--- src/rtl/seg7_pkg.sv ---
// seg7_pkg
// Shared definitions for the 7-segment bus, used by both the display driver
// and the scan decoder so the two ends agree on segment order and glyphs.
//
// Bit order: segment vectors are declared [0:6], so index 0 is segment a and
// index 6 is segment g. Literals therefore read left to right as a..g.
package seg7_pkg;

  localparam logic [0:6] SEG_0     = 7'b1111110;
  localparam logic [0:6] SEG_1     = 7'b0110000;
  localparam logic [0:6] SEG_2     = 7'b1101101;
  localparam logic [0:6] SEG_3     = 7'b1111001;
  localparam logic [0:6] SEG_4     = 7'b0110011;
  localparam logic [0:6] SEG_5     = 7'b1011011;
  localparam logic [0:6] SEG_6     = 7'b1011111;
  localparam logic [0:6] SEG_7     = 7'b1110000;
  localparam logic [0:6] SEG_8     = 7'b1111111;
  localparam logic [0:6] SEG_9     = 7'b1111011;
  localparam logic [0:6] SEG_BLANK = 7'b0000000;

  // A dark digit is a legitimate display state and is carried through the
  // datapath with this code rather than being flagged as an error.
  localparam logic [3:0] BLANK_CODE = 4'hF;

endpackage

--- src/rtl/seg7_to_bcd.sv ---
// seg7_to_bcd
// Combinational inverse of the BCD-to-7-segment driver.
//
// Ports:
//   seg   in  [0:6]  segment pattern, index 0 = a ... 6 = g
//   valid out 1      pattern is a digit 0-9 or blank
//   value out [3:0]  decoded digit, BLANK_CODE for blank, 0 when not valid
module seg7_to_bcd
  import seg7_pkg::*;
(
  input  logic [0:6] seg,
  output logic       valid,
  output logic [3:0] value
);

  always_comb begin
    valid = 1'b1;
    value = 4'd0;
    case (seg)
      SEG_0:     value = 4'd0;
      SEG_1:     value = 4'd1;
      SEG_2:     value = 4'd2;
      SEG_3:     value = 4'd3;
      SEG_4:     value = 4'd4;
      SEG_5:     value = 4'd5;
      SEG_6:     value = 4'd6;
      SEG_7:     value = 4'd7;
      SEG_8:     value = 4'd8;
      SEG_9:     value = 4'd9;
      SEG_BLANK: value = BLANK_CODE;
      default:   valid = 1'b0;
    endcase
  end

endmodule

--- src/rtl/seg7_scan_decoder.sv ---
// seg7_scan_decoder
// Watches a multiplexed 7-segment bus, debounces each digit dwell, decodes
// the stable pattern back to BCD and assembles complete multi-digit frames.
//
// Ports:
//   clk          in  1               rising-edge clock
//   clr          in  1               synchronous active-low reset
//   seg_in       in  [0:6]           segment lines, index 0 = a, 1 = lit
//   dig_sel      in  NUM_DIGITS      one-hot digit select, zero = blanking
//   bcd_out      out 4*NUM_DIGITS    last completed frame, digit i at [4i+3:4i]
//   frame_valid  out 1               pulse, bcd_out updated on the same edge
//   err          out 1               pulse on a rejected dwell
//   err_sticky   out 1               latched err, cleared only by clr
module seg7_scan_decoder
  import seg7_pkg::*;
#(
  parameter int NUM_DIGITS    = 4,
  parameter int STABLE_CYCLES = 4
) (
  input  logic                    clk,
  input  logic                    clr,
  input  logic [0:6]              seg_in,
  input  logic [NUM_DIGITS-1:0]   dig_sel,
  output logic [4*NUM_DIGITS-1:0] bcd_out,
  output logic                    frame_valid,
  output logic                    err,
  output logic                    err_sticky
);

  localparam int CNT_W = $clog2(STABLE_CYCLES);
  localparam logic [CNT_W-1:0] CNT_MAX = CNT_W'(STABLE_CYCLES - 1);

  logic [0:6]              s_seg_q, s_seg_d;
  logic [NUM_DIGITS-1:0]   s_sel_q, s_sel_d;
  logic [CNT_W-1:0]        cnt_q, cnt_d;
  logic                    done_q, done_d;
  logic [NUM_DIGITS-1:0]   mask_q, mask_d;
  logic [4*NUM_DIGITS-1:0] shadow_q, shadow_d;
  logic [4*NUM_DIGITS-1:0] bcd_out_q, bcd_out_d;
  logic                    frame_valid_q, frame_valid_d;
  logic                    err_q, err_d;
  logic                    err_sticky_q, err_sticky_d;

  logic                    dec_valid;
  logic [3:0]              dec_value;
  logic                    changed;
  logic                    capture;
  logic                    sel_onehot;
  logic                    good_cap;
  logic                    bad_cap;
  logic                    complete;

  seg7_to_bcd u_dec (
    .seg   (s_seg_q),
    .valid (dec_valid),
    .value (dec_value)
  );

  always_comb begin
    s_seg_d       = seg_in;
    s_sel_d       = dig_sel;
    cnt_d         = cnt_q;
    done_d        = done_q;
    mask_d        = mask_q;
    shadow_d      = shadow_q;
    bcd_out_d     = bcd_out_q;
    frame_valid_d = 1'b0;
    err_d         = 1'b0;
    err_sticky_d  = err_sticky_q;

    changed    = ({seg_in, dig_sel} != {s_seg_q, s_sel_q});
    capture    = (cnt_q == CNT_MAX) && !done_q && (s_sel_q != '0);
    // x & (x-1) clears the lowest set bit, so zero means at most one bit set.
    sel_onehot = ((s_sel_q & (s_sel_q - 1'b1)) == '0);
    good_cap   = capture && dec_valid && sel_onehot;
    bad_cap    = capture && !good_cap;
    complete   = &mask_q;

    // A new sample starts a new dwell; this wins over a capture on the same
    // edge because the captured dwell is finished either way.
    if (changed) begin
      cnt_d  = '0;
      done_d = 1'b0;
    end else begin
      if (cnt_q != CNT_MAX) cnt_d = cnt_q + 1'b1;
      done_d = done_q | capture;
    end

    // The outgoing frame takes the shadow as it stood before this edge; any
    // capture on the same edge lands in the cleared mask for the next frame.
    if (complete) begin
      bcd_out_d     = shadow_q;
      frame_valid_d = 1'b1;
      mask_d        = '0;
    end

    if (good_cap) begin
      mask_d = mask_d | s_sel_q;
      for (int i = 0; i < NUM_DIGITS; i++) begin
        if (s_sel_q[i]) shadow_d[4*i +: 4] = dec_value;
      end
    end

    if (bad_cap) begin
      err_d        = 1'b1;
      err_sticky_d = 1'b1;
    end
  end

  always_ff @(posedge clk) begin
    if (!clr) begin
      s_seg_q       <= '0;
      s_sel_q       <= '0;
      cnt_q         <= '0;
      done_q        <= 1'b0;
      mask_q        <= '0;
      shadow_q      <= '0;
      bcd_out_q     <= '0;
      frame_valid_q <= 1'b0;
      err_q         <= 1'b0;
      err_sticky_q  <= 1'b0;
    end else begin
      s_seg_q       <= s_seg_d;
      s_sel_q       <= s_sel_d;
      cnt_q         <= cnt_d;
      done_q        <= done_d;
      mask_q        <= mask_d;
      shadow_q      <= shadow_d;
      bcd_out_q     <= bcd_out_d;
      frame_valid_q <= frame_valid_d;
      err_q         <= err_d;
      err_sticky_q  <= err_sticky_d;
    end
  end

  assign bcd_out     = bcd_out_q;
  assign frame_valid = frame_valid_q;
  assign err         = err_q;
  assign err_sticky  = err_sticky_q;

endmodule

--- config.mk ---
export PLATFORM = sky130hd
export DESIGN_NAME = seg7_scan_decoder
export DESIGN_NICKNAME = d
export VERILOG_FILES = /design/src/rtl/seg7_pkg.sv /design/src/rtl/seg7_to_bcd.sv /design/src/rtl/seg7_scan_decoder.sv
export SDC_FILE = /design/constraint.sdc
export NUM_CORES = 1
export LEC_CHECK = 0
export BUFFER_PORTS_ARGS = -buffer_cell sky130_fd_sc_hd__buf_4
export CORE_UTILIZATION = 55
export DETAILED_ROUTE_END_ITERATION = 16
export PLACE_DENSITY = 0.77
export SYNTH_ARGS = -nofsm -noshare
export SYNTH_HDL_FRONTEND = slang
export SYNTH_SLANG_ARGS = --single-unit
export TNS_END_PERCENT = 30
--- constraint.sdc ---
create_clock -name clk -period 1.95 [get_ports clk]
set_input_delay 0.0975 -clock clk [delete_from_list [all_inputs] [get_ports clk]]
set_output_delay 0.0975 -clock clk [all_outputs]
set_load 0.02 [all_outputs]
; ---- After elaboration in Yosys (flattened, before gate mapping)
; Index checks and enable logic that the tools add are counted.
[totals]
ff_bits = 53
in_bits = 13
output_inout_bits = 19
wordCells = 55
[op_classes]
addsub = 2
eq_ne = 13
mux = 6
bitwise_logic = 4
reduce_logical = 17
[ops]
columns = cell, count
row1 = "equality test 7 bit, second input constant", 8
row2 = case mux 4 bit (10 select lines), 1
row3 = "equality test 7 x 6 -> 1 bit, second input constant", 2
row4 = != test 11 bit, 1
row5 = OR reduction 11 bit, 1
row6 = 2-to-1 mux 4 bit, 2
row7 = AND reduction 2 bit, 4
row8 = logical NOT 7 bit, 1
row9 = logical AND 1 bit, 5
row10 = AND 4 bit, 1
row11 = logical NOT 4 bit, 1
row12 = OR 4 bit, 1
row13 = AND reduction 4 bit, 1
row14 = nonzero test 4 bit, 1
row15 = "subtractor 4 x 1 -> 4 bit, second input constant", 1
row16 = 2-to-1 mux 1 bit, 3
row17 = "adder 2 x 1 -> 2 bit, second input constant", 1
row18 = "equality test 2 bit, second input constant", 1
row19 = logical NOT 1 bit, 2
row20 = "!= test 2 bit, second input constant", 1
row21 = OR reduction 2 bit, 1
row22 = inverter 1 bit, 1
row23 = OR 1 bit, 1

; ---- Longest topological paths before layout
[logic_depth]
ltp_word = 8
ltp_mapped = 6
mapped_depth_nobuf = 6

; ---- Cells and area by module
; A second synthesis with hierarchy kept.
[unflattened]
cells_unflattened = 243
hier_area_um2 = 2283.4
[modules_own_cells]
columns = module, instances, cells_each, area_each_um2, seq_area_each_um2
row1 = seg7_scan_decoder, 1, 211, 2068.2, 1061.0
row2 = seg7_to_bcd, 1, 32, 215.2, 0.0

; ---- Worst setup path before layout
; OpenSTA, ideal clock, no wires.
[synth_timing]
path_type = flip-flop to flip-flop
from = register s_seg_q[0] in the netlist's numbering
to = register shadow_q[9]
setup_ps = 135
arrival_ps = 1641
t_required_ps = 1815
slack_ps = 174
path_stages_with_launch = 7
path_buffers = 1
synth_period_minus_slack_ps = 1776
cell_sequence = dfxtp_1 buf_4 nand3_2 or4b_1 o311a_2 a211o_4 mux2i_1
[synth_between]
elab_chain_len = 6
elab_cells_between_ends = 17
classes_between = eq/ne: 10 / mux: 2 / reduce/logical: 5
[synth_lines]
columns = item, line
row1 = from (decl), seg7_scan_decoder.sv:33  ; logic [0:6] s_seg_q, s_seg_d;
row2 = from (signal assigned), seg7_scan_decoder.sv:123  ; s_seg_q <= s_seg_d;
row3 = equality test 7 bit (tied with other cells), seg7_to_bcd.sv:19  ; case (seg)
row4 = OR reduction 11 bit (no source line), n/a
row5 = 2-to-1 mux 1 bit, seg7_to_bcd.sv:19
row6 = logical AND 1 bit (2 in series), seg7_scan_decoder.sv:75  ; good_cap = capture && dec_valid && sel_onehot;
row7 = AND reduction 2 bit (no source line), n/a
row8 = to (signal assigned), seg7_scan_decoder.sv:128  ; shadow_q <= shadow_d;
row9 = to (decl), seg7_scan_decoder.sv:38  ; logic [4*NUM_DIGITS-1:0] shadow_q, shadow_d;
; Parallel ways exist; a longest one is shown, timed or not.
; A chain may end at the register's enable or synchronous reset.

; ---- Worst setup path after layout
[layout_timing]
from = register s_seg_q[5] in the netlist's numbering
to = register shadow_q[6]
; The elaborated chain is that of the path after synthesis.

==> metrics.txt <==
internal power=0.00145 W; Total GRT Usage=21.9%; Buf+Inv Stages, Crit Path=0; Syn Inst Count=250; critical path arrival=2.09 ns; initial antenna violation count=0; Net Sw Frac=22.2%; Clock Skew=between 0.006 and 0.007 ns; Tightest Hold Check Type=input pin to flop; Multi-input gate area=1120 um2; Ys Warns=0; DP Wirelength=3.12 mm; cell area after synthesis=2270 um2; residual DRC count=0; register area share after synthesis=a little under half; pre-CTS setup slack=0.0967 ns; first-pass GRT wire length=around 7.3 mm; clock slew at reported path FFs=around 0.090 ns; Clock Latency Late Sink=0.30 ns; CP Launch Type=flop; Core Rows=22; achievable clock frequency=538 MHz; Routed Antenna Nets=0; Final Critical Period=roughly 1.9 ns; NetSw=0.000413 W; Final WS setup=0.0917 ns; Die W=66.2 um; Rel. slew slack=63.4%; Final Max Tran Viols=0; Worst VDD drop=0.483 mV; synth unique cells=41; DIE AREA=about 4400 um2; Max Cap Viol=0; Hold Worst Slack=0.0114 ns; Hold Buf Count CTS=0; status=finished, final reports clean; Starting Density=59.7%; Fillers=slightly above 300; Routed WL=roughly 4.3 mm; Diodes inserted=0; Area Growth Syn to Fin=18.3%; Final Hold Vio Count=0; Die Y-Extent=66.2 um; crit-path cells=nand2_1 -> or2_2 -> o22a_1 -> a21oi_2 -> mux2i_1; Yosys reg bits=53; port bufs=31; longest individual stage delay on the worst path=0.48 ns; largest net degree at the start of global routing=40; Post-Syn Nets=264; Crit Path Max Fanout=7; Critical Path RT=~2.2 ns; CP max-delay cell=dfxtp_1; CTS max path bufs=2; routed vias=1,802; hold_sp=seg_in[6]; I/O pin count=32; Routed WL per cell=12.9 um; H-tree levels=2; Clock Power Share=32.8%; Worst path top cell family by delay=compound AO/OA/AOI/OAI gates; total grt overflow=0; clock root buffer=clkbuf_8; RSZ-0062 raised after global routing=true; drt pass-1 iters=4; FF/Latch Area=1060 um2; Pwr Density=694 nW/um2; Final Wtd Congestion=0.795; Tcrit/Tclk final=95.3%; CP Class=flop to flop; layout cells sized above 1=21.3%; vias per inst=5.40; clk sinks=53; Initial DRC Count=78; CTS tree=done; leak pwr=1.04 nW; Reg power frac=59.6%; vias in the first global route=1,695; Critical Path End Type=flop; average cell area after synthesis=9.07 um2; Core Area=3800 um2; Num CTS Buffers=5; worst slew pin tran=around 0.55 ns; Critical R2R Launch=s_seg_q[5]; final net count=300; power share of the combinational group=under 10%; CP Launch Point=s_seg_q[5]; final setup fails=0
[cells in the mapped netlist]
master    instances  area [um2]
o22a_1            1        8.76
o41ai_1           1        8.76
xnor2_1          12         105
a21oi_2           3        26.3
o311a_2           1        11.3
nor4bb_1          1        10.0
o21ai_0           4        20.0
nor2b_1           1        6.26
inv_1             2        7.51
or2_2             2        12.5
nand2_1          53         199
buf_2             3        15.0
o31ai_1           2        15.0
nor3_1            2        10.0
clkbuf_1         10        37.5
or3_1             2        12.5
nand2b_1          1        6.26
or4b_1            1        10.0
buf_4             3        22.5
ha_1              1        12.5
o22ai_1           1        6.26
dfxtp_1          53        1060
o211a_1           3        30.0
a21boi_0         16         120
nand3_2           1        10.0
a211o_4           1        17.5
a31oi_1           1        6.26
a21boi_1          1        7.51
and4_1            1        8.76
nand3b_1          1        7.51
and2_1           16         100
nand3_1           8        40.0
nor2_1            8        30.0
nand4_1           4        25.0
o21a_1            4        30.0
and3_1            1        6.26
a211o_1           1        8.76
mux2i_1          13         130
xor2_1            2        17.5
a21oi_1           5        25.0
nor3b_1           3        22.5
[per-layer routing]
metal | vias to the layer above | GRT usage, % | wire, um
met1 | 839 | 26.7 | 2000
met2 | 43 | 37.8 | 2080
li1 | 916 | - | -
met4 | 0 | 7.98 | 45
met3 | 4 | 4.48 | 174
met5 | - | 0 | 0
[power by group through the flow]
stage               combinational [W]  sequential [W]  clock (W)
finish                       0.000141         0.00111   0.000611
global route                 0.000155         0.00111   0.000679
CTS                          0.000142         0.00111   0.000634
detailed placement           0.000142         0.00113          0
global placement             0.000140         0.00113          0
floorplan                   0.0000968         0.00113          0
[kinds of logic after synthesis]
group	synth area share [%]
compound gates	15.1
xor+xnor	5.41
fa+ha+maj	0.552
buf+inv	3.64
flops	46.8
mux	5.74
simple gates	22.8
[flip-flops by register name, indices dropped and copies added, names as in the netlist]
register,count
bcd_out,16
shadow_q,16
s_seg_q,7
mask_q,4
s_sel_q,4
cnt_q,2
done_q,1
err,1
err_sticky,1
frame_valid,1
[what timing repair did]
item | CTS | global route
setup endpoints to repair | 0 | 11
gates resized for setup | 0 | 1
setup buffers | 0 | 0
[stage by stage]
step	TNS (ns)	total power (W)	area, um2	util [%]	instances
after floorplan	0	0.00122	2270	-	250
after global placement	0	0.00127	2590	68.2	327
after detailed placement	0	0.00128	2590	68.2	327
after CTS	0	0.00188	2680	70.6	334
after global routing	-0.00209	0.00195	2680	70.6	334
final	0	0.00186	2680	70.6	334
[worst paths after layout]
check	end	slack, ns	cells past startpoint
hold reg to reg	shadow_q[8]	0.45	2
setup / recovery	shadow_q[6]	0.09	5
setup reg to reg	shadow_q[6]	0.09	5
hold / removal	s_seg_q[6]	0.01	2
[placed cells by master (no fill, tap or decap), types with 3 or more instances in the layout]
master,synthesis,routed
a21oi_2,3,3
o21ai_0,4,4
clkbuf_8,0,6
xnor2_1,12,12
buf_4,3,45
nor3b_1,3,3
o21a_1,4,4
and2_1,16,16
nand4_1,4,4
a21boi_0,16,16
o211a_1,3,3
nand2_1,53,53
a21oi_1,5,5
nor2_1,8,8
dfxtp_1,53,52
mux2i_1,13,13
nand3_1,8,8
[cell type report]
class	count	share of cell area (%)
clock buffers	6	3.08
clock inverters	1	0.280
inverters	2	0.280
multi-input cells	179	41.9
flip-flops and latches	53	39.6
well taps	48	2.24
repair buffers	45	12.6
[worst register-to-register path: stages (launching register included)]
cell	delay (ns)
dfxtp_1	0.48
nand2_1	0.13
or2_2	0.31
o22a_1	0.29
a21oi_2	0.36
mux2i_1	0.23
Power figures use the tool's default switching activity.
